===== src/rtl/rsa_pkg.sv =====
// Shared widths, FSM state encoding and the signed Bezout-coefficient type
// for the RSA key generator.
package rsa_pkg;

    localparam int P_W_DEF = 6;
    localparam int N_W_DEF = 2 * P_W_DEF;

    typedef enum logic [2:0] {
        IDLE,
        SETUP,
        DIV,
        UPDATE,
        CHECK,
        VERIFY,
        DONE,
        ERR
    } state_t;

    typedef logic signed [N_W_DEF:0] t_t;

endpackage


===== src/rtl/rsa_div.sv =====
// Restoring unsigned divider: one load cycle, then W shift/subtract steps.
// dividend_hi seeds the partial remainder so a 2W-bit dividend can be reduced.
module rsa_div
    import rsa_pkg::*;
#(
    parameter int W = N_W_DEF
) (
    input  logic         clk,
    input  logic         rst_n,
    input  logic         start,
    input  logic [W-1:0] dividend_hi,
    input  logic [W-1:0] dividend,
    input  logic [W-1:0] divisor,
    output logic         done,
    output logic [W-1:0] quotient,
    output logic [W-1:0] remainder
);
    localparam int CW = $clog2(W + 1);

    logic [W-1:0]  rem_reg;
    logic [W-1:0]  quo_reg;
    logic [W-1:0]  dsr_reg;
    logic [CW-1:0] cnt_reg;
    logic          run_reg;
    logic          done_reg;

    logic [W:0]    shifted;
    logic          fits;
    logic [W-1:0]  diff;

    // Partial remainder stays below the divisor, so shifted fits in W+1 bits
    // and the true difference always fits in W bits.
    assign shifted = {rem_reg, quo_reg[W-1]};
    assign fits    = shifted >= {1'b0, dsr_reg};
    assign diff    = shifted[W-1:0] - dsr_reg;

    always_ff @(posedge clk or negedge rst_n) begin
        if (!rst_n) begin
            rem_reg  <= '0;
            quo_reg  <= '0;
            dsr_reg  <= '0;
            cnt_reg  <= '0;
            run_reg  <= 1'b0;
            done_reg <= 1'b0;
        end else begin
            done_reg <= 1'b0;
            if (start) begin
                rem_reg <= dividend_hi;
                quo_reg <= dividend;
                dsr_reg <= divisor;
                cnt_reg <= CW'(W);
                run_reg <= 1'b1;
            end else if (run_reg) begin
                rem_reg <= fits ? diff : shifted[W-1:0];
                quo_reg <= {quo_reg[W-2:0], fits};
                cnt_reg <= cnt_reg - CW'(1);
                if (cnt_reg == CW'(1)) begin
                    run_reg  <= 1'b0;
                    done_reg <= 1'b1;
                end
            end
        end
    end

    assign done      = done_reg;
    assign quotient  = quo_reg;
    assign remainder = rem_reg;

endmodule


===== src/rtl/rsa_keygen.sv =====
// RSA key pair generator: n = p*q and d = e^-1 mod phi by extended Euclid on a
// shared divider. Define RSA_KEYGEN_VERIFY_EN to add an (e*d) mod phi self-check.
module rsa_keygen
    import rsa_pkg::*;
#(
    parameter int  P_W = P_W_DEF,
    localparam int N_W = 2 * P_W
) (
    input  logic           clk,
    input  logic           rst_n,
    input  logic           start,
    input  logic [P_W-1:0] p,
    input  logic [P_W-1:0] q,
    input  logic [N_W-1:0] e,
    output logic           busy,
    output logic           done,
    output logic           err,
    output logic [N_W-1:0] n_out,
    output logic [N_W-1:0] d_out
);
    typedef logic signed [N_W:0] tw_t;

    state_t         state_reg, state_next;
    logic [P_W-1:0] p_reg, q_reg;
    logic [N_W-1:0] e_reg, n_reg, phi_reg;
    logic [N_W-1:0] r0_reg, r1_reg, qt_reg, rm_reg;
    tw_t            t0_reg, t1_reg, t_new;
    logic [N_W-1:0] n_out_reg, d_out_reg;
    logic           err_reg;

    logic [N_W-1:0] n_calc, phi_calc, d_calc;
    logic           setup_bad;

    logic           div_start, div_done;
    logic [N_W-1:0] div_hi, div_a, div_b, div_q, div_r;

    assign n_calc    = N_W'(p_reg) * N_W'(q_reg);
    assign phi_calc  = (N_W'(p_reg) - N_W'(1)) * (N_W'(q_reg) - N_W'(1));
    assign setup_bad = (p_reg < P_W'(2)) || (q_reg < P_W'(2)) || (p_reg == q_reg) ||
                       (e_reg < N_W'(2)) || (e_reg >= phi_calc);

    // Coefficient update wraps to N_W+1 bits; |t| <= phi keeps it exact.
    assign t_new  = t0_reg - tw_t'({1'b0, qt_reg}) * t1_reg;
    assign d_calc = t0_reg[N_W] ? (t0_reg[N_W-1:0] + phi_reg) : t0_reg[N_W-1:0];

`ifdef RSA_KEYGEN_VERIFY_EN
    logic [2*N_W-1:0] ed_prod;
    logic [N_W-1:0]   d_reg;

    assign ed_prod = (2*N_W)'(e_reg) * (2*N_W)'(d_calc);
`endif

    rsa_div #(
        .W(N_W)
    ) u_div (
        .clk        (clk),
        .rst_n      (rst_n),
        .start      (div_start),
        .dividend_hi(div_hi),
        .dividend   (div_a),
        .divisor    (div_b),
        .done       (div_done),
        .quotient   (div_q),
        .remainder  (div_r)
    );

    always_ff @(posedge clk or negedge rst_n) begin
        if (!rst_n) begin
            state_reg <= IDLE;
        end else begin
            state_reg <= state_next;
        end
    end

    // The divider is launched on the edge that enters DIV/VERIFY, fed from the
    // values the Euclid registers are about to take.
    always_comb begin
        state_next = state_reg;
        div_start  = 1'b0;
        div_hi     = '0;
        div_a      = r1_reg;
        div_b      = rm_reg;
        case (state_reg)
            IDLE: begin
                if (start) state_next = SETUP;
            end
            SETUP: begin
                if (setup_bad) begin
                    state_next = ERR;
                end else begin
                    state_next = DIV;
                    div_start  = 1'b1;
                    div_a      = phi_calc;
                    div_b      = e_reg;
                end
            end
            DIV: begin
                if (div_done) state_next = UPDATE;
            end
            UPDATE: begin
                if (rm_reg == '0) begin
                    state_next = CHECK;
                end else begin
                    state_next = DIV;
                    div_start  = 1'b1;
                end
            end
            CHECK: begin
                if (r0_reg != N_W'(1)) begin
                    state_next = ERR;
                end else begin
`ifdef RSA_KEYGEN_VERIFY_EN
                    state_next = VERIFY;
                    div_start  = 1'b1;
                    div_hi     = ed_prod[2*N_W-1:N_W];
                    div_a      = ed_prod[N_W-1:0];
                    div_b      = phi_reg;
`else
                    state_next = DONE;
`endif
                end
            end
`ifdef RSA_KEYGEN_VERIFY_EN
            VERIFY: begin
                if (div_done) state_next = (div_r == N_W'(1)) ? DONE : ERR;
            end
`endif
            DONE:    state_next = IDLE;
            ERR:     state_next = IDLE;
            default: state_next = IDLE;
        endcase
    end

    always_ff @(posedge clk or negedge rst_n) begin
        if (!rst_n) begin
            p_reg     <= '0;
            q_reg     <= '0;
            e_reg     <= '0;
            n_reg     <= '0;
            phi_reg   <= '0;
            r0_reg    <= '0;
            r1_reg    <= '0;
            qt_reg    <= '0;
            rm_reg    <= '0;
            t0_reg    <= '0;
            t1_reg    <= '0;
            n_out_reg <= '0;
            d_out_reg <= '0;
            err_reg   <= 1'b0;
`ifdef RSA_KEYGEN_VERIFY_EN
            d_reg     <= '0;
`endif
        end else begin
            if (state_reg == IDLE && start) begin
                p_reg <= p;
                q_reg <= q;
                e_reg <= e;
            end
            if (state_reg == SETUP) begin
                n_reg   <= n_calc;
                phi_reg <= phi_calc;
                r0_reg  <= phi_calc;
                r1_reg  <= e_reg;
                t0_reg  <= '0;
                t1_reg  <= tw_t'(1);
            end
            if (state_reg == DIV && div_done) begin
                qt_reg <= div_q;
                rm_reg <= div_r;
            end
            if (state_reg == UPDATE) begin
                r0_reg <= r1_reg;
                r1_reg <= rm_reg;
                t0_reg <= t1_reg;
                t1_reg <= t_new;
            end
`ifdef RSA_KEYGEN_VERIFY_EN
            if (state_reg == CHECK) d_reg <= d_calc;
`endif
            // Results are loaded on entry so they are valid in the done cycle.
            if (state_next == DONE) begin
                n_out_reg <= n_reg;
`ifdef RSA_KEYGEN_VERIFY_EN
                d_out_reg <= d_reg;
`else
                d_out_reg <= d_calc;
`endif
                err_reg   <= 1'b0;
            end else if (state_next == ERR) begin
                n_out_reg <= (state_reg == SETUP) ? n_calc : n_reg;
                d_out_reg <= '0;
                err_reg   <= 1'b1;
            end
        end
    end

    assign busy  = (state_reg != IDLE);
    assign done  = (state_reg == DONE) || (state_reg == ERR);
    assign err   = err_reg;
    assign n_out = n_out_reg;
    assign d_out = d_out_reg;

endmodule


===== config.mk =====
export PLATFORM = sky130hd
export DESIGN_NAME = rsa_keygen
export DESIGN_NICKNAME = d
export VERILOG_FILES = /design/src/rtl/rsa_pkg.sv /design/src/rtl/rsa_div.sv /design/src/rtl/rsa_keygen.sv
export SDC_FILE = /design/constraint.sdc
export NUM_CORES = 1
export LEC_CHECK = 0
export BUFFER_PORTS_ARGS = -buffer_cell sky130_fd_sc_hd__buf_2
export CORE_MARGIN = 3
export CORE_UTILIZATION = 50
export CTS_CLUSTER_SIZE = 25
export DETAILED_ROUTE_END_ITERATION = 10
export PLACE_DENSITY = 0.67
export SYNTH_ARGS = -nofsm -noshare
export SYNTH_HDL_FRONTEND = slang
export SYNTH_SLANG_ARGS = --single-unit

===== constraint.sdc =====
create_clock -name clk -period 19 [get_ports clk]
set_input_delay 3.8 -clock clk [delete_from_list [all_inputs] [get_ports clk]]
set_output_delay 3.8 -clock clk [all_outputs]
set_load 0.005 [all_outputs]

Word level (Yosys, flattened, before mapping). Cells that the tools add are included. W data, S select, Z words.

$add $sub $neg: 6. Multiply operators: 3. Order comparisons: 5. Equality and inequality tests: 11. Muxes and demuxes: 42. Reduce and logical (&&, ||, !) cells: 13.

Operator list (number): $mux W12 (19); $mux W13 (4); $eq A3 B3 Y1 const B (5); $pmux W3 S5 (1); $sub A6 B1 Y7 const B (2); $ge A13 B12 Y1 (1); $mul A13 B13 Y13 (1); $sub A13 B13 Y13 (1); $add A12 B12 Y12 (1); $ge A12 B12 Y1 (1); $logic_not A12 Y1 (1); $lt A12 B2 Y1 const B (1); $lt A6 B2 Y1 const B (2); $mul A6 B6 Y12 (1); $mul A7 B7 Y12 (1); $mux W3 (4); $ne A12 B1 Y1 const B (1); $sub A12 B12 Y12 (1); $mux W1 (11); $mux W4 (2); $eq A3 B2 Y1 const B (2); $eq A6 B6 Y1 (1); $reduce_bool A2 Y1 (3); $logic_or A1 B1 Y1 (5); other kinds (7) (8).

Register bits: 192. Word-level logic and storage cells: 101.

Logic depth before layout (Yosys ltp). Gate-level depths: netlist of the first run.

Depth after elaboration: 10. Mapped depth: 29.

Modules after synthesis. From an unflattened synthesis of the first run, not the netlist that was laid out.

Cells, all modules: 1655. Area, all modules: 15667.5 um^2.

By module, submodules not included: rsa_keygen (times used 1, cells each 1368, area an instance 13032.5 um^2, sequential area each 3753.6 um^2); rsa_div (times used 1, cells each 287, area an instance 2635.0 um^2, sequential area each 1051.0 um^2).

Worst setup path before layout of the first run. OpenSTA, ideal clock, no wires.

Path type: flip-flop to flip-flop. Start point: register q_reg[1]. End point: register u_div.dsr_reg[1]. Arrival: 6.302 ns. Data required time: 18.873 ns. Setup slack: 12.571 ns. Stages on the path, launching flop included: 29. Path buffers: 2. Period minus slack after synthesis: 6.429 ns. Path through: dfrtp_1 inv_1 ha_1 nand2_1 xor2_1 or2_2 fa_1 fa_1 inv_1 fa_1 inv_1 fa_1 inv_1 ha_1 a21oi_1 o21bai_1 a21oi_1 o21ai_0 xnor2_2 ha_1 a221oi_1 and3_1 nand2_1 a21oi_1 buf_2 nor2_1 buf_2 a222oi_1 inv_1.

Longest elaborated chain between the ends: 7. Elaborated cells between the ends (all ways): 13. Classes of those cells: add/sub (1); mul (1); order compare (2); eq/ne (1); mux (4); reduce/logical (4).

RTL lines: start: declaration (RTL line rsa_keygen.sv:24) `logic [P_W-1:0] p_reg, q_reg;`; start signal: assignment (RTL line rsa_keygen.sv:156) `q_reg <= q;`; branches (longest 4 deep; another with $mul A7 B7 Y12); $logic_or A1 B1 Y1 (*) (RTL line rsa_keygen.sv:40) `(e_reg < N_W'(2)) || (e_reg >= phi_calc);`; $mux W1 / $mux W12 (equally long branches) (RTL line rsa_keygen.sv:88) `if (setup_bad) begin`; $pmux W1 S2 / $mux W12 (equally long branches) (RTL line rsa_keygen.sv:83) `case (state_reg)`; end signal: assignment (RTL line rsa_div.sv:50) `dsr_reg <= divisor;`; end: declaration (RTL line rsa_div.sv:22) `logic [W-1:0] dsr_reg;`.

Mark *: on every way between the ends. A chain may end at the register's enable or synchronous reset.

Worst setup path in the final report of the first run.
Start point: register q_reg[0]. End point: register u_div.quo_reg[0] (netlist: u_div.quotient[0]).

Longest elaborated chain between the ends: 8. Elaborated cells between the ends (all ways): 15. Classes of those cells: add/sub (1); mul (1); order compare (2); eq/ne (1); mux (5); reduce/logical (5).

RTL lines: branches (longest 8 deep; another with $mul A7 B7 Y12); end signal: assignment (RTL line rsa_div.sv:49) `quo_reg <= dividend;`; end signal: assignment (RTL line rsa_div.sv:55) `quo_reg <= {quo_reg[W-2:0], fits};`; end: declaration (RTL line rsa_div.sv:21) `logic [W-1:0] quo_reg;`.

Several ways; the timed one is not identified.

==> results of run 1 <==
-- cells in the final DEF (no fill, tap or decap), types with 8 or more instances in the layout --
cell type	Yosys	layout
o21bai_1	8	8
xnor2_1	63	63
buf_4	2	12
a22oi_1	8	8
mux2i_1	57	57
ha_1	134	134
dfrtp_1	192	191
clkbuf_16	0	17
a211oi_1	9	9
or2_2	12	12
o21ai_0	114	114
a21o_1	20	20
a21oi_1	48	47
mux2_2	47	47
xor2_1	19	19
inv_1	177	177
buf_2	13	52
nand3_1	25	25
nor2_1	73	73
nand2_1	249	249
nor3_1	15	14
nor4_1	9	9
and2_1	47	47
nand2b_1	11	10
fa_1	111	111
-- routing by layer --
layer  global-route usage [%]  routed length [um]
met2                    37.52               17350
met4                    4.753                 367
met1                    33.12               17210
met5                        0                  27
met3                    3.726                1829
-- worst max-delay path: cells and delay by family (launching register included) --
| kind | cells | cell delay, ps |
|---|---|---|
| flip-flops | 1 | 630 |
| AO/OA/AOI/OAI | 8 | 1590 |
| XOR/XNOR | 2 | 760 |
| buffers and inverters | 5 | 590 |
| adder cells (fa/ha/maj) | 7 | 2870 |
| AND/OR/NAND/NOR | 5 | 1460 |
-- metrics by stage --
| stage | instance area [sq um] | hold WS (ps) |
|---|---|---|
| after floorplan | 15400 | 442.0 |
| after global placement | 15930 | 460.1 |
| after detailed placement | 15930 | 469.9 |
| after CTS | 16560 | 485.5 |
| after global routing | 16560 | 508.3 |
| final | 16560 | 484.0 |
-- cells by family (layout without fill, tap and decap cells) --
kind of cell	Yosys count	in the layout
AOI/OAI and AO/OA	269	269
xor gates and xnor gates	84	84
adders and majority gates	245	245
buffers and inverters	252	273
DFF	192	192
muxes	104	104
and+or+nand+nor	474	474
-- area by class of cell --
| cell class | count | area (sq um) |
|---|---|---|
| Fill cell | 2698 | 13470 |
| Multi-Input combinational cell | 1176 | 9610 |
| Sequential cell | 192 | 4806 |
| Inverter | 177 | 664.4 |
| Tap cell | 390 | 488.0 |
| Clock buffer | 20 | 446.7 |
| Timing Repair Buffer | 65 | 364.1 |
| Clock inverter | 11 | 178.9 |
-- how the worst max path moves through the flow --
stage,depth (start not counted),slack [ps],endpoint,from
2_1_floorplan,28,12570,u_div.dsr_reg[1],q_reg[1]
3_3_place_gp,27,11230,u_div.remainder[0],q_reg[0]
3_5_place_dp,27,10980,u_div.quotient[0],q_reg[0]
4_1_cts,27,10960,u_div.quotient[0],q_reg[0]
5_1_grt,27,10450,u_div.quotient[0],q_reg[0]
6_report,27,10950,u_div.quotient[0],q_reg[0]
==> flow_summary.ini, run 1 <==
[clock_tree]
cts_max_path_buffers = 2
cts_setup_buffers = 0
tritoncts = built
cts_made_buffers = 17
cts.repair.resized = 0
path_clk_slew_ps = 80
cts.sinks = 192
worst_skew_pair.late_latency_ps = 440
root_buffer = clkbuf_16
cts_max_level = 4
cts_hold_buffers = 0

[synth]
synthesis.nets = 1892
synthesis.area_sq_mm = 0.01540
synth_adder_area_share_pct = 25.31
ys_seq_elements = 192
synthCells = 1620
yosys-top-cells-area = dfrtp_1 (31%), fa_1 (14%), ha_1 (11%), nand2_1 (6.1%), inv_1 (4.3%)
synth_xor_area_share_pct = 4.873
async_reset_ff_share_pct = 100.0
synth_commonest_cells = nand2_1 (249), dfrtp_1 (192), inv_1 (177)
synth_top_family_by_area = adder cells
netlist.area_leader.share_pct = 31.19
synth-edff-count = 0
synthSimpleGateAreaFrac_pct = 14.12
ys_warn_count = 0
synth.most_common_cell = nand2_1
synth_area_per_cell_sq_um = 9.509
synth_top_area_cell = dfrtp_1
yosys.cell_types.count = 69
synth_compound_area_share_pct = 10.86
synth-main-ff-cell = dfrtp_1
synthMuxAreaShare_pct = 7.139
yosysSeqAreaShare_pct = 31.19

[worst_setup_path]
cpPeakStageDelay_ps = 860
required_ps = 19330
rr_endpoint = u_div.quotient[0]
arrival_ps = 8370
cp-start-kind = register
cpMaxStageDelayCell = or2_0
rr_worst_depth = 27
critical_path_class = reg2reg
r2r_setup_slack_ps = 10950
endpoint_kind = register
cp_max_fo = 29
r2r-start = q_reg[0]

[hold_path]
hold_path_startpoint = n_out[2]
min_path_type = reg2reg
hold_end = n_out[2]
min_path_cells = 2

[grt]
grt_first_pass_wirelength_mm = 61.74
track_usage_pct = 23.13
grt_overflow_total = 0
antenna_found_initial = 2
grt_pass1_vias = 11730
grt_max_degree = 130

[timing]
finalMaxSlewViolations = 0
clock.fmax_mhz = 124.3
period_share_pct = 42.35
fin_tns_setup_ps = 0
rsz0062_at_grt = false
period_needed_ps = 8046
setup_slack_ps = 10950
slew_headroom_pct = 27.78
finalSetupViolCount = 0
hold_viol_final = 0
fin_skew_ps = 12.63
tightest_slew_ps = 1083

[drt]
drtIter0Drc = 851
antenna_left = 0
drt-total-wl_mm = 36.79
dr_total_vias = 11370
drc = 0
wl_per_cell_um = 18.12
vias_per_cell = 5.599
first_pass_iters = 5

[finish]
fin_util_pct = 55.13
layout.cells.non_filler = 2031
antenna_cells = 0
area_growth_pct = 7.489
drive_above_1_share_pct = 10.42
nNetsFinal = 1901

[status]
status = complete, no violations

[placed_design]
port_buffers = 53
dpl_worst_slack_ps = 10980
place_congestion = 0.8930
dpl.cell_count = 2000
dp_hpwl_mm = 27.22

[die]
rows = 63
dieArea_sq_mm = 0.03295
die_h_um = 181.5
num_io_pins = 54
die_width_um = 181.5
core_sq_mm = 0.03003
start_util_pct = 51.29

[flow_run]
maxCapViolCount = 0
Power of run 1 is left out: the tool's default activity adds up to more than one toggle a clock period on the data nets, which glitch-free logic cannot reach.
==> inputs of run 2 (changes only) <==
==> constraint.sdc (replaced) <==
create_clock -name clk -period 7.8 [get_ports clk]
set_input_delay 1.56 -clock clk [delete_from_list [all_inputs] [get_ports clk]]
set_output_delay 1.56 -clock clk [all_outputs]
set_load 0.005 [all_outputs]
==> flow_summary.ini, run 2 (same netlist as run 1, synthesis figures left out) <==
[status]
status = complete, no violations

[timing]
fin_tns_setup_ps = 0
period_share_pct = 93.28
holdWs_ps = 476.2
tightest_slew_ps = 1102
slew_headroom_pct = 26.19
fin_skew_ps = 9.932
period_needed_ps = 7276
finalMaxSlewViolations = 0
finalSetupViolCount = 0
hold_viol_final = 0
clock.fmax_mhz = 137.4
rsz0062_at_grt = false

[die]
num_io_pins = 54
die_width_um = 181.5
die_h_um = 181.5
dieArea_sq_mm = 0.03295
rows = 63
core_sq_mm = 0.03003
start_util_pct = 51.29

[finish]
final_cell_area_sq_mm = 0.01657
antenna_cells = 0
layout_common_cells = nand2_1 (249), dfrtp_1 (191), inv_1 (177), ha_1 (134), o21ai_0 (114)
drive_above_1_share_pct = 10.92
area_growth_pct = 7.594
final_common_cell = nand2_1
nNetsFinal = 1907

[clock_tree]
cts.sinks = 192
worst_skew_pair.late_latency_ps = 450
cts_made_buffers = 17
root_buffer = clkbuf_16
path_clk_slew_ps = 80
cts_max_level = 4
cts.repair.resized = 0
cts_max_path_buffers = 2
cts_hold_buffers = 0
cts_setup_buffers = 0
tritoncts = built

[placed_design]
place_congestion = 0.8927
postPlaceCellArea_sq_mm = 0.01598
dp_hpwl_mm = 27.48
port_buffers = 53

[drt]
drt-total-wl_mm = 36.44
vias_per_cell = 5.566
drtIter0Drc = 706
drc = 0
first_pass_iters = 9
wl_per_cell_um = 17.88
dr_total_vias = 11340
antenna_left = 0

[hold_path]
hold_path_startpoint = d_out[1]
min_path_type = reg2reg
min_path_cells = 2

[grt]
antenna_found_initial = 0
grt_first_pass_wirelength_mm = 60.69
grt_max_degree = 113
grt_overflow_total = 0
track_usage_pct = 22.78
grt_pass1_vias = 11490

[worst_setup_path]
cp-start-kind = register
endpoint_kind = register
r2r_setup_slack_ps = 520
cp_max_fo = 10
critical_path_class = reg2reg
arrival_ps = 7600
rr_worst_depth = 27
r2r-start = q_reg[1]
required_ps = 8120
startpoint = q_reg[1]

[flow_run]
maxCapViolCount = 0
-- run 2: cell types whose count changed in the layout (fill, tap and decap cells not counted) --
| cell | delta |
|---|---|
| inv_6 | +1 |
| clkinvlp_4 | +1 |
| clkbuf_8 | -1 |
| inv_8 | +3 |
| clkinv_8 | +2 |
| buf_4 | +6 |
| bufinv_16 | -3 |
| clkbuf_1 | -2 |
-- run 2: critical path: stages, from the launching register on --
cell and delay (ps):
dfrtp_1 480, inv_1 160, ha_1 240, nand2_1 80, xor2_1 140, buf_4 180, or2_2 300, fa_1 510
fa_1 540, inv_1 50, fa_1 530, inv_1 50, fa_1 520, inv_1 40, ha_1 290, a21oi_1 210
o21bai_1 90, a21oi_1 200, xor2_1 360, ha_1 320, a211o_1 260, a21oi_1 170, o2111ai_1 180, a21oi_2 440
or2_0 200, buf_4 200, a211oi_1 70, a221o_1 310
-- run 2: routing by layer --
| layer | vias up | GRT usage [%] | wire [um] |
|---|---|---|---|
| met4 | 0 | 5.332 | 612 |
| met5 | - | 0 | 0 |
| met1 | 5640 | 31.80 | 16600 |
| li1 | 5397 | - | - |
| met3 | 39 | 3.526 | 1708 |
| met2 | 267 | 37.70 | 17520 |
-- run 2: layout make-up --
| type | count | area (sq um) |
|---|---|---|
| clock inverters | 15 | 171.4 |
| repair buffers | 71 | 409.1 |
| well taps | 390 | 488.0 |
| flip-flops and latches | 192 | 4806 |
| multi-input cells | 1176 | 9610 |
| inverters | 177 | 664.4 |
| fillers | 2732 | 13460 |
| clock buffers | 17 | 425.4 |
-- run 2: stage by stage --
stage	util (%)	instances	setup slack [ps]
detailed placement	53.20	2006	533.1
global placement	53.20	2006	764.8
global route	55.19	2038	42.97
finish	55.19	2038	523.8
CTS	55.19	2038	515.8
floorplan	-	1620	1371
-- run 2: final timing paths --
path	end
max	u_div.quotient[0]
min	d_out[1]
max reg2reg	u_div.quotient[0]
min reg2reg	d_out[1]
max in group asynchronous	rm_reg[1]
min in group asynchronous	d_out[2]
Power of run 2 is left out for the same reason.
